`src/rtl/decoder_pkg.sv`:
```
// Shared types and constants for the N-to-2^N decoder with auto-scan.
package decoder_pkg;

    typedef enum logic [1:0] {
        ST_IDLE,
        ST_DIRECT,
        ST_SCAN,
        ST_GAP
    } dec_state_t;

    localparam logic MODE_DIRECT = 1'b0;
    localparam logic MODE_SCAN   = 1'b1;

endpackage

```
`src/rtl/mod_tick_counter.sv`:
```
// Free-running rate counter: pulses tick when the count reaches max, then restarts at 0.
// clr forces the count to 0; hold freezes it and suppresses tick.
module mod_tick_counter #(
    parameter int unsigned W = 16
) (
    input  logic         clk,
    input  logic         rst_n,
    input  logic         clr,
    input  logic         hold,
    input  logic [W-1:0] max,
    output logic         tick
);

    logic [W-1:0] cnt_q, cnt_d;

    // >= rather than == so a max lowered below the current count fires on the next compare
    assign tick = !clr && !hold && (cnt_q >= max);

    always_comb begin
        cnt_d = cnt_q;
        if (clr || tick) begin
            cnt_d = '0;
        end else if (!hold) begin
            cnt_d = cnt_q + W'(1);
        end
    end

    always_ff @(posedge clk or negedge rst_n) begin
        if (!rst_n) begin
            cnt_q <= '0;
        end else begin
            cnt_q <= cnt_d;
        end
    end

endmodule

```
`src/rtl/decoder_n_scan.sv`:
```
// Registered N-to-2^N one-hot decoder with enable, direct addressing and an auto-scan sequencer.
// Optional macro SCAN_DEADTIME_EN inserts one blanking cycle (ST_GAP) after every scan step.
module decoder_n_scan
    import decoder_pkg::*;
#(
    parameter int unsigned N          = 2,
    parameter int unsigned PRESCALE_W = 16
) (
    input  logic                  clk,
    input  logic                  rst_n,
    input  logic                  en,
    input  logic                  mode,
    input  logic [N-1:0]          a,
    input  logic [PRESCALE_W-1:0] tick_div,
    output logic [2**N-1:0]       bcode,
    output logic [N-1:0]          idx,
    output logic                  wrap
);

    localparam int unsigned OUTS = 2**N;
    localparam logic [OUTS-1:0] ONE_HOT0 = OUTS'(1);

    dec_state_t             state_q, state_d;
    logic [N-1:0]           idx_q, idx_d, idx_inc;
    logic [OUTS-1:0]        bcode_q, bcode_d;
    logic                   wrap_q, wrap_d;
    logic                   in_scan, scan_active, tick;
    logic [PRESCALE_W-1:0]  cnt_max;

    assign in_scan     = (state_q == ST_SCAN) || (state_q == ST_GAP);
    assign scan_active = en && (mode == MODE_SCAN) && in_scan;
    assign cnt_max     = (tick_div == '0) ? '0 : tick_div - PRESCALE_W'(1);
    assign idx_inc     = idx_q + N'(1);

    mod_tick_counter #(
        .W (PRESCALE_W)
    ) u_tick_counter (
        .clk   (clk),
        .rst_n (rst_n),
        .clr   (!scan_active),
        .hold  (state_q == ST_GAP),
        .max   (cnt_max),
        .tick  (tick)
    );

    always_comb begin
        state_d = state_q;
        idx_d   = idx_q;
        bcode_d = bcode_q;
        wrap_d  = 1'b0;
        if (!en) begin
            state_d = ST_IDLE;
            idx_d   = '0;
            bcode_d = '0;
        end else if (mode == MODE_DIRECT) begin
            state_d = ST_DIRECT;
            idx_d   = a;
            bcode_d = ONE_HOT0 << a;
        end else if (!in_scan) begin
            // Fresh entry into scan always restarts at line 0 without a wrap pulse
            state_d = ST_SCAN;
            idx_d   = '0;
            bcode_d = ONE_HOT0;
        end else if (state_q == ST_GAP) begin
            state_d = ST_SCAN;
            bcode_d = ONE_HOT0 << idx_q;
        end else if (tick) begin
            idx_d  = idx_inc;
            wrap_d = (idx_inc == '0);
`ifdef SCAN_DEADTIME_EN
            state_d = ST_GAP;
            bcode_d = '0;
`else
            bcode_d = ONE_HOT0 << idx_inc;
`endif
        end
    end

    always_ff @(posedge clk or negedge rst_n) begin
        if (!rst_n) begin
            state_q <= ST_IDLE;
            idx_q   <= '0;
            bcode_q <= '0;
            wrap_q  <= 1'b0;
        end else begin
            state_q <= state_d;
            idx_q   <= idx_d;
            bcode_q <= bcode_d;
            wrap_q  <= wrap_d;
        end
    end

    assign bcode = bcode_q;
    assign idx   = idx_q;
    assign wrap  = wrap_q;

`ifndef SYNTHESIS
    bcode_onehot0: assert property (@(posedge clk) disable iff (!rst_n) $onehot0(bcode_q));
`endif

endmodule

```
`config.mk`:
```
export PLATFORM = sky130hd
export DESIGN_NAME = decoder_n_scan
export DESIGN_NICKNAME = d
export VERILOG_FILES = /design/src/rtl/decoder_pkg.sv /design/src/rtl/mod_tick_counter.sv /design/src/rtl/decoder_n_scan.sv
export SDC_FILE = /design/constraint.sdc
export NUM_CORES = 1
export LEC_CHECK = 0
export BUFFER_PORTS_ARGS = -buffer_cell sky130_fd_sc_hd__buf_2
export CAP_MARGIN = 40
export CORE_ASPECT_RATIO = 1.75
export CORE_MARGIN = 3
export CORE_UTILIZATION = 52
export CTS_CLUSTER_DIAMETER = 100
export DETAILED_ROUTE_END_ITERATION = 10
export PLACE_DENSITY_LB_ADDON = 0.1
export SLEW_MARGIN = 0
export SYNTH_ARGS = -nofsm -noshare
export SYNTH_HDL_FRONTEND = slang
export SYNTH_SLANG_ARGS = --single-unit
export TNS_END_PERCENT = 1
```
`constraint.sdc`:
```
create_clock -name clk -period 2.5 [get_ports clk]
set_clock_uncertainty 0.2 [all_clocks]
set_input_delay 0.375 -clock clk [delete_from_list [all_inputs] [get_ports clk]]
set_output_delay 0.375 -clock clk [all_outputs]
set_load 0.05 [all_outputs]
```
==> impl_metrics.json, run 1 <==
{
  "tightest_slew_ps": 566,
  "dpl.hpwl_um": 3950,
  "drtIter0Drc": 35,
  "cp_max_fo": 4,
  "grt_use_total": 0.231,
  "layout_worst_path_cycle_share": 1.32,
  "antenna_cells": 0,
  "fp.dieW_um": 52.5,
  "grt_pass1_wl_um": 8090,
  "crit_path_start_kind": "input pin",
  "wl_um": 4810,
  "finalNetCount": 345,
  "synthCells": 233,
  "met2_usage": 0.460,
  "cp.required_ps": 2460,
  "power_density_nw_per_um2": 335,
  "gp_congestion": 0.850,
  "setup_slack_ps": -808,
  "syn_nets": 275,
  "status": "finished with violations",
  "synth_adder_area_share": 0.127,
  "die_y_um": 87.4,
  "grt_max_degree": 26,
  "antenna_found_initial": 0,
  "ys_warn_count": 0,
  "cellLeakagePower_nw": 1.28,
  "final_util": 0.703,
  "crit_type": "in2reg",
  "max_slew_margin": 0.623,
  "hp-class": "in2reg",
  "final_common_cell": "nand2_1",
  "vdd_drop_max_mv": 0.395,
  "grt-busiest-layer": "met2",
  "cp_slowest_cell": "or4_4",
  "synthSimpleGateAreaFrac": 0.288,
  "layout_common_cells": "nand2_1 (42), buf_4 (40), nor2_1 (33)",
  "crit_path_frequent_cell": "ha_1",
  "clock_sink_count": 25,
  "synth_compound_area_frac": 0.101,
  "syn_avg_cell_area_sq_um": 8.44,
  "synthXorXnorAreaFrac": 0.116,
  "clk_latency_ps": 270,
  "tns_ps": -17460,
  "synth_top_family_by_area": "simple AND/OR/NAND/NOR gates",
  "drv_cap": 0,
  "grt_use_met3": 0.0257,
  "crit_arrival_ps": 3270,
  "grt_overflow": 0,
  "worst_path_largest_cell_delay_ps": 440,
  "crit_path_end_kind": "flip-flop",
  "area_growth_pct": 29.8,
  "violations": "negative setup slack",
  "grt_pass1_vias": 1953,
  "yosysSeqAreaShare": 0.318,
  "fmax_mhz": 302,
  "io_pins": 29,
  "crit_path_cell_trace": "buf_2 -> inv_1 -> ha_1 -> nand2b_1 -> nor4_4 -> nand2_1 -> or4_4 -> nor3_2 -> a21oi_1 -> ha_1 -> nand4_1 -> nor2_1 -> a311oi_1 -> and3_4 -> and2_4 -> mux2_4",
  "placed_cell_area_sq_um": 2440,
  "min_period_ps": 3310,
  "synth.distinct_cells": 40,
  "core.rowCount": 29,
  "clk_root_buffer_cell": "clkbuf_8",
  "synth_area_sq_um": 1970,
  "port_buffers": 28,
  "fp.dieArea_sq_um": 4590,
  "hold_violations": 0,
  "drtAntennaViolNets": 0,
  "start_util": 0.542,
  "setup_viol": 23,
  "grtUsageMet1": 0.224,
  "wire_per_inst_um": 13.8,
  "first_pass_iters": 4,
  "core_sq_um": 3630,
  "slew_violations": 0,
  "synth-seq-cells": 25,
  "route.detailed.drc": 0,
  "place_inst": 341,
  "cts_buffers": 3,
  "cts_tree": "built",
  "clk_pin_slew_ps": 90,
  "rsz0062_at_grt": "true",
  "drive_gt1_frac": 0.295,
  "synth.mux.area_fraction": 0.0229,
  "vias": 1878,
  "ctsLongestPathBuffers": 2,
  "preCtsSetupSlack_ps": -1290,
  "post-route-cell-area_sq_um": 2550,
  "via_per_inst": 5.40,
  "final_cells": 348,
  "cts_htree_levels": 1
}
## Yosys cell counts
cell type  count  area (sq um)
a2111o_1       1          11.3
and2b_1        1          7.51
xnor2_1        6          52.6
o22ai_1        3          18.8
o21ai_4        1          16.3
o21ai_0        3          15.0
and3_1         6          37.5
o31ai_1        1          7.51
nand2b_4       1          13.8
inv_1          5          18.8
o31a_1         1          8.76
a31oi_1        2          12.5
o21a_1         1          7.51
nand3_1        8          40.0
o2111ai_1      1          8.76
xor2_1        20           175
and2_4         1          8.76
ha_1          20           250
buf_6          2          22.5
nor2b_1        2          12.5
nand4_1        8          50.1
nor4_1         3          18.8
a221oi_1       1          8.76
nand3b_1       1          7.51
nand2_1       42           158
nor3_1         6          30.0
nor2_1        34           128
a311oi_1       1          8.76
or4_1          1          7.51
nor4_2         1          12.5
a22oi_1        1          7.51
and3b_2        1          10.0
and2_1         1          6.26
nand2b_1       3          18.8
clkbuf_1       2          7.51
dfrtp_1       25           626
mux2_4         3          45.0
buf_1          1          3.75
a2bb2oi_1      2          17.5
a21oi_1       10          50.1
## worst paths after layout
check	start	end	slack, ps	cells past startpoint
min	mode	state_q[0]	180	2
min reg2reg	bcode[0]	bcode[0]	320	1
max in group asynchronous	rst_n	idx[1]	1300	2
max reg2reg	u_tick_counter.cnt_q[0]	bcode[1]	140	8
min in group asynchronous	rst_n	u_tick_counter.cnt_q[5]	420	2
max	tick_div[0]	bcode[1]	-810	16
## layout make-up
class | count | area, sq um
multi-input cells | 198 | 1330
fillers | 314 | 1080
flip-flops and latches | 25 | 626
repair buffers | 70 | 470
well taps | 46 | 57.6
clock buffers | 3 | 41.3
inverters | 5 | 18.8
clock inverters | 1 | 5.00
## per-layer routing
layer | vias to the layer above | part of all wire
met3 | 16 | 0.019
met2 | 36 | 0.57
met4 | 0 | 0.036
li1 | 949 | -
met5 | - | 0
met1 | 877 | 0.37
## power by group
part           total (mW)  internal, mW  leakage, nW  switching (mW)
Combinational       0.195        0.0890        0.906           0.106
Sequential          0.419         0.411        0.344         0.00805
Clock               0.240         0.111       0.0255           0.128
Total               0.854         0.611         1.28           0.242
## flip-flops by register name, summed over array words and instances (netlist names)
signal and cells:
u_tick_counter.cnt_q 16, wrap 1, idx 2, bcode 4
state_q 2
## repair_timing
action / in CTS / in global routing
resized for setup: 7 / 2
endpoints found under the setup margin: 23 / 23
hold endpoints to repair: 25 / 0
pin swaps: 2 / 3
hold buffers: 1 / 0
setup buffers: 2 / 0
## critical path: cells and delay by family
kind                     cells  cell delay [ps]
AO/OA/AOI/OAI                2              320
adder cells (fa/ha/maj)      2              460
buffers and inverters        2              170
multiplexers                 1              300
AND/OR/NAND/NOR              9             1620
## per-stage QoR
stage / hold WS (ps) / power (mW)
final: 180 / 0.854
after global routing: 192 / 0.896
after CTS: 177 / 0.857
after detailed placement: 197 / 0.619
after global placement: 193 / 0.614
after floorplan: -121 / 0.522
## cells by family after synthesis
family          after synthesis
compound gates               29
buf+inv                      10
xor+xnor                     26
fa+ha+maj                    20
mux                           3
flops                        25
simple gates                120
Power figures use the tool's default switching activity.
==> inputs of run 2 (changes only) <==
--- a/config.mk
+++ b/config.mk
@@ -9,7 +9,7 @@
 export CAP_MARGIN = 40
 export CORE_ASPECT_RATIO = 1.75
 export CORE_MARGIN = 3
-export CORE_UTILIZATION = 52
+export CORE_UTILIZATION = 57
 export CTS_CLUSTER_DIAMETER = 100
 export DETAILED_ROUTE_END_ITERATION = 10
 export PLACE_DENSITY_LB_ADDON = 0.1
==> constraint.sdc (replaced) <==
create_clock -name clk -period 3.6 [get_ports clk]
set_clock_uncertainty 0.2 [all_clocks]
set_input_delay 0.54 -clock clk [delete_from_list [all_inputs] [get_ports clk]]
set_output_delay 0.54 -clock clk [all_outputs]
set_load 0.05 [all_outputs]
==> impl_metrics.json, run 2 (synthesis gave the netlist of run 1 again) <==
{
  "crit_path_end_kind": "flip-flop",
  "crit_path_cell_trace": "buf_2 -> inv_2 -> ha_4 -> nand2b_4 -> nor4_4 -> nand2_1 -> or4_4 -> nor3_2 -> a21oi_1 -> ha_1 -> nand4_1 -> nor2_1 -> a311oi_1 -> and3_1 -> and2_4 -> mux2_4",
  "hp-class": "in2async",
  "cts_htree_levels": 1,
  "clock_sink_count": 25,
  "gp_congestion": 0.922,
  "timing.rr.start": "u_tick_counter.cnt_q[0]",
  "power_density_nw_per_um2": 243,
  "dpl.hpwl_um": 3640,
  "via_per_inst": 5.50,
  "io_pins": 29,
  "whs_ps": 41.4,
  "core_sq_um": 3240,
  "port_buffers": 28,
  "min_period_ps": 3470,
  "clk_pin_slew_ps": 90,
  "worst_path_largest_cell_delay_ps": 430,
  "layout_worst_path_cycle_share": 0.964,
  "final_cells": 322,
  "grt_overflow": 0,
  "grt_pass1_vias": 1803,
  "cts_tree": "built",
  "report.power.total_mw": 0.577,
  "startpoint": "tick_div[0]",
  "wl_um": 4510,
  "wire_per_inst_um": 14.0,
  "first_pass_iters": 4,
  "r2r_slack_ps": 1130,
  "finalNetCount": 322,
  "drtAntennaViolNets": 0,
  "largest_reg_flops": 16,
  "setup_viol": 0,
  "status": "finished clean",
  "cp_slowest_cell": "or4_4",
  "hold_violations": 0,
  "placed_cell_area_sq_um": 2270,
  "layout_common_cells": "nand2_1 (42), nor2_1 (33), buf_2 (28)",
  "tightest_slew_ps": 542,
  "cellLeakagePower_nw": 1.16,
  "final_common_cell": "nand2_1",
  "grt_max_degree": 26,
  "preCtsSetupSlack_ps": -126,
  "r2r_end": "bcode[0]",
  "setup_slack_ps": 129,
  "drv_cap": 0,
  "regMostFlops": "u_tick_counter.cnt_q",
  "slew_violations": 0,
  "ctsLongestPathBuffers": 2,
  "post-route-cell-area_sq_um": 2370,
  "die_y_um": 83.7,
  "drtIter0Drc": 34,
  "max_slew_margin": 0.639,
  "cts_buffers": 3,
  "crit_arrival_ps": 3430,
  "cp.required_ps": 3560,
  "tns_ps": 0,
  "fmax_mhz": 288,
  "core.rowCount": 27,
  "drive_gt1_frac": 0.237,
  "grt_use_total": 0.231,
  "clk_root_buffer_cell": "clkbuf_8",
  "fp.dieW_um": 50.4,
  "crit_type": "in2reg",
  "final_util": 0.732,
  "grt_pass1_wl_um": 7730,
  "antenna_found_initial": 0,
  "crit_path_start_kind": "input pin",
  "clk_latency_ps": 270,
  "fp.dieArea_sq_um": 4220,
  "reg2regPathDepth": 8,
  "cp_max_fo": 4,
  "vias": 1770,
  "antenna_cells": 0,
  "area_growth_pct": 20.7,
  "vdd_drop_max_mv": 0.292,
  "route.detailed.drc": 0,
  "place_inst": 317,
  "start_util": 0.606
}
-- run 2: cell count changes in the layout (fill, tap and decap cells not counted), moves of 2 or more --
cell     previous run  this run
inv_1               5         3
buf_4              40        17
inv_2               0         2
a21oi_1             8        10
a21oi_2             2         0
-- run 2: timing repair --
action	4_1_cts	5_1_grt
setup endpoints to repair	0	20
resized for setup	0	10
hold buffers	0	0
setup buffers	0	1
-- run 2: cell type report --
cell class / instances / area [sq um]
well taps: 43 / 53.8
flip-flops and latches: 25 / 626
clock buffers: 3 / 41.3
fillers: 272 / 868
multi-input cells: 198 / 1330
clock inverters: 1 / 7.51
inverters: 5 / 18.8
repair buffers: 47 / 299
-- run 2: critical path, delay by kind of cell --
family	cells	cell delay, ps
simple gates	9	1660
fa+ha+maj	2	430
mux	1	300
compound gates	2	310
buf+inv	2	180
-- run 2: metal layers --
metal,track usage,vias up,part of all wire
li1,-,909,-
met1,0.252,814,0.38
met2,0.439,37,0.57
met3,0.0125,10,0.025
met4,0.0980,0,0.026
met5,0,-,0
-- run 2: worst max path at each step --
stage                               to  slack [ps]
6_report                      bcode[0]         130
5_1_grt                       bcode[0]         -20
3_5_place_dp   u_tick_counter.cnt_q[7]        -130
3_3_place_gp                  bcode[0]         -30
2_1_floorplan                 bcode[0]          20
4_1_cts        u_tick_counter.cnt_q[7]         160
-- run 2: power by group --
group	switching, mW	leakage (nW)	internal [mW]	total, mW
registers	0.00803	0.344	0.285	0.293
logic	0.0672	0.796	0.0512	0.118
clock network	0.0866	0.0217	0.0783	0.165
total	0.162	1.16	0.415	0.577
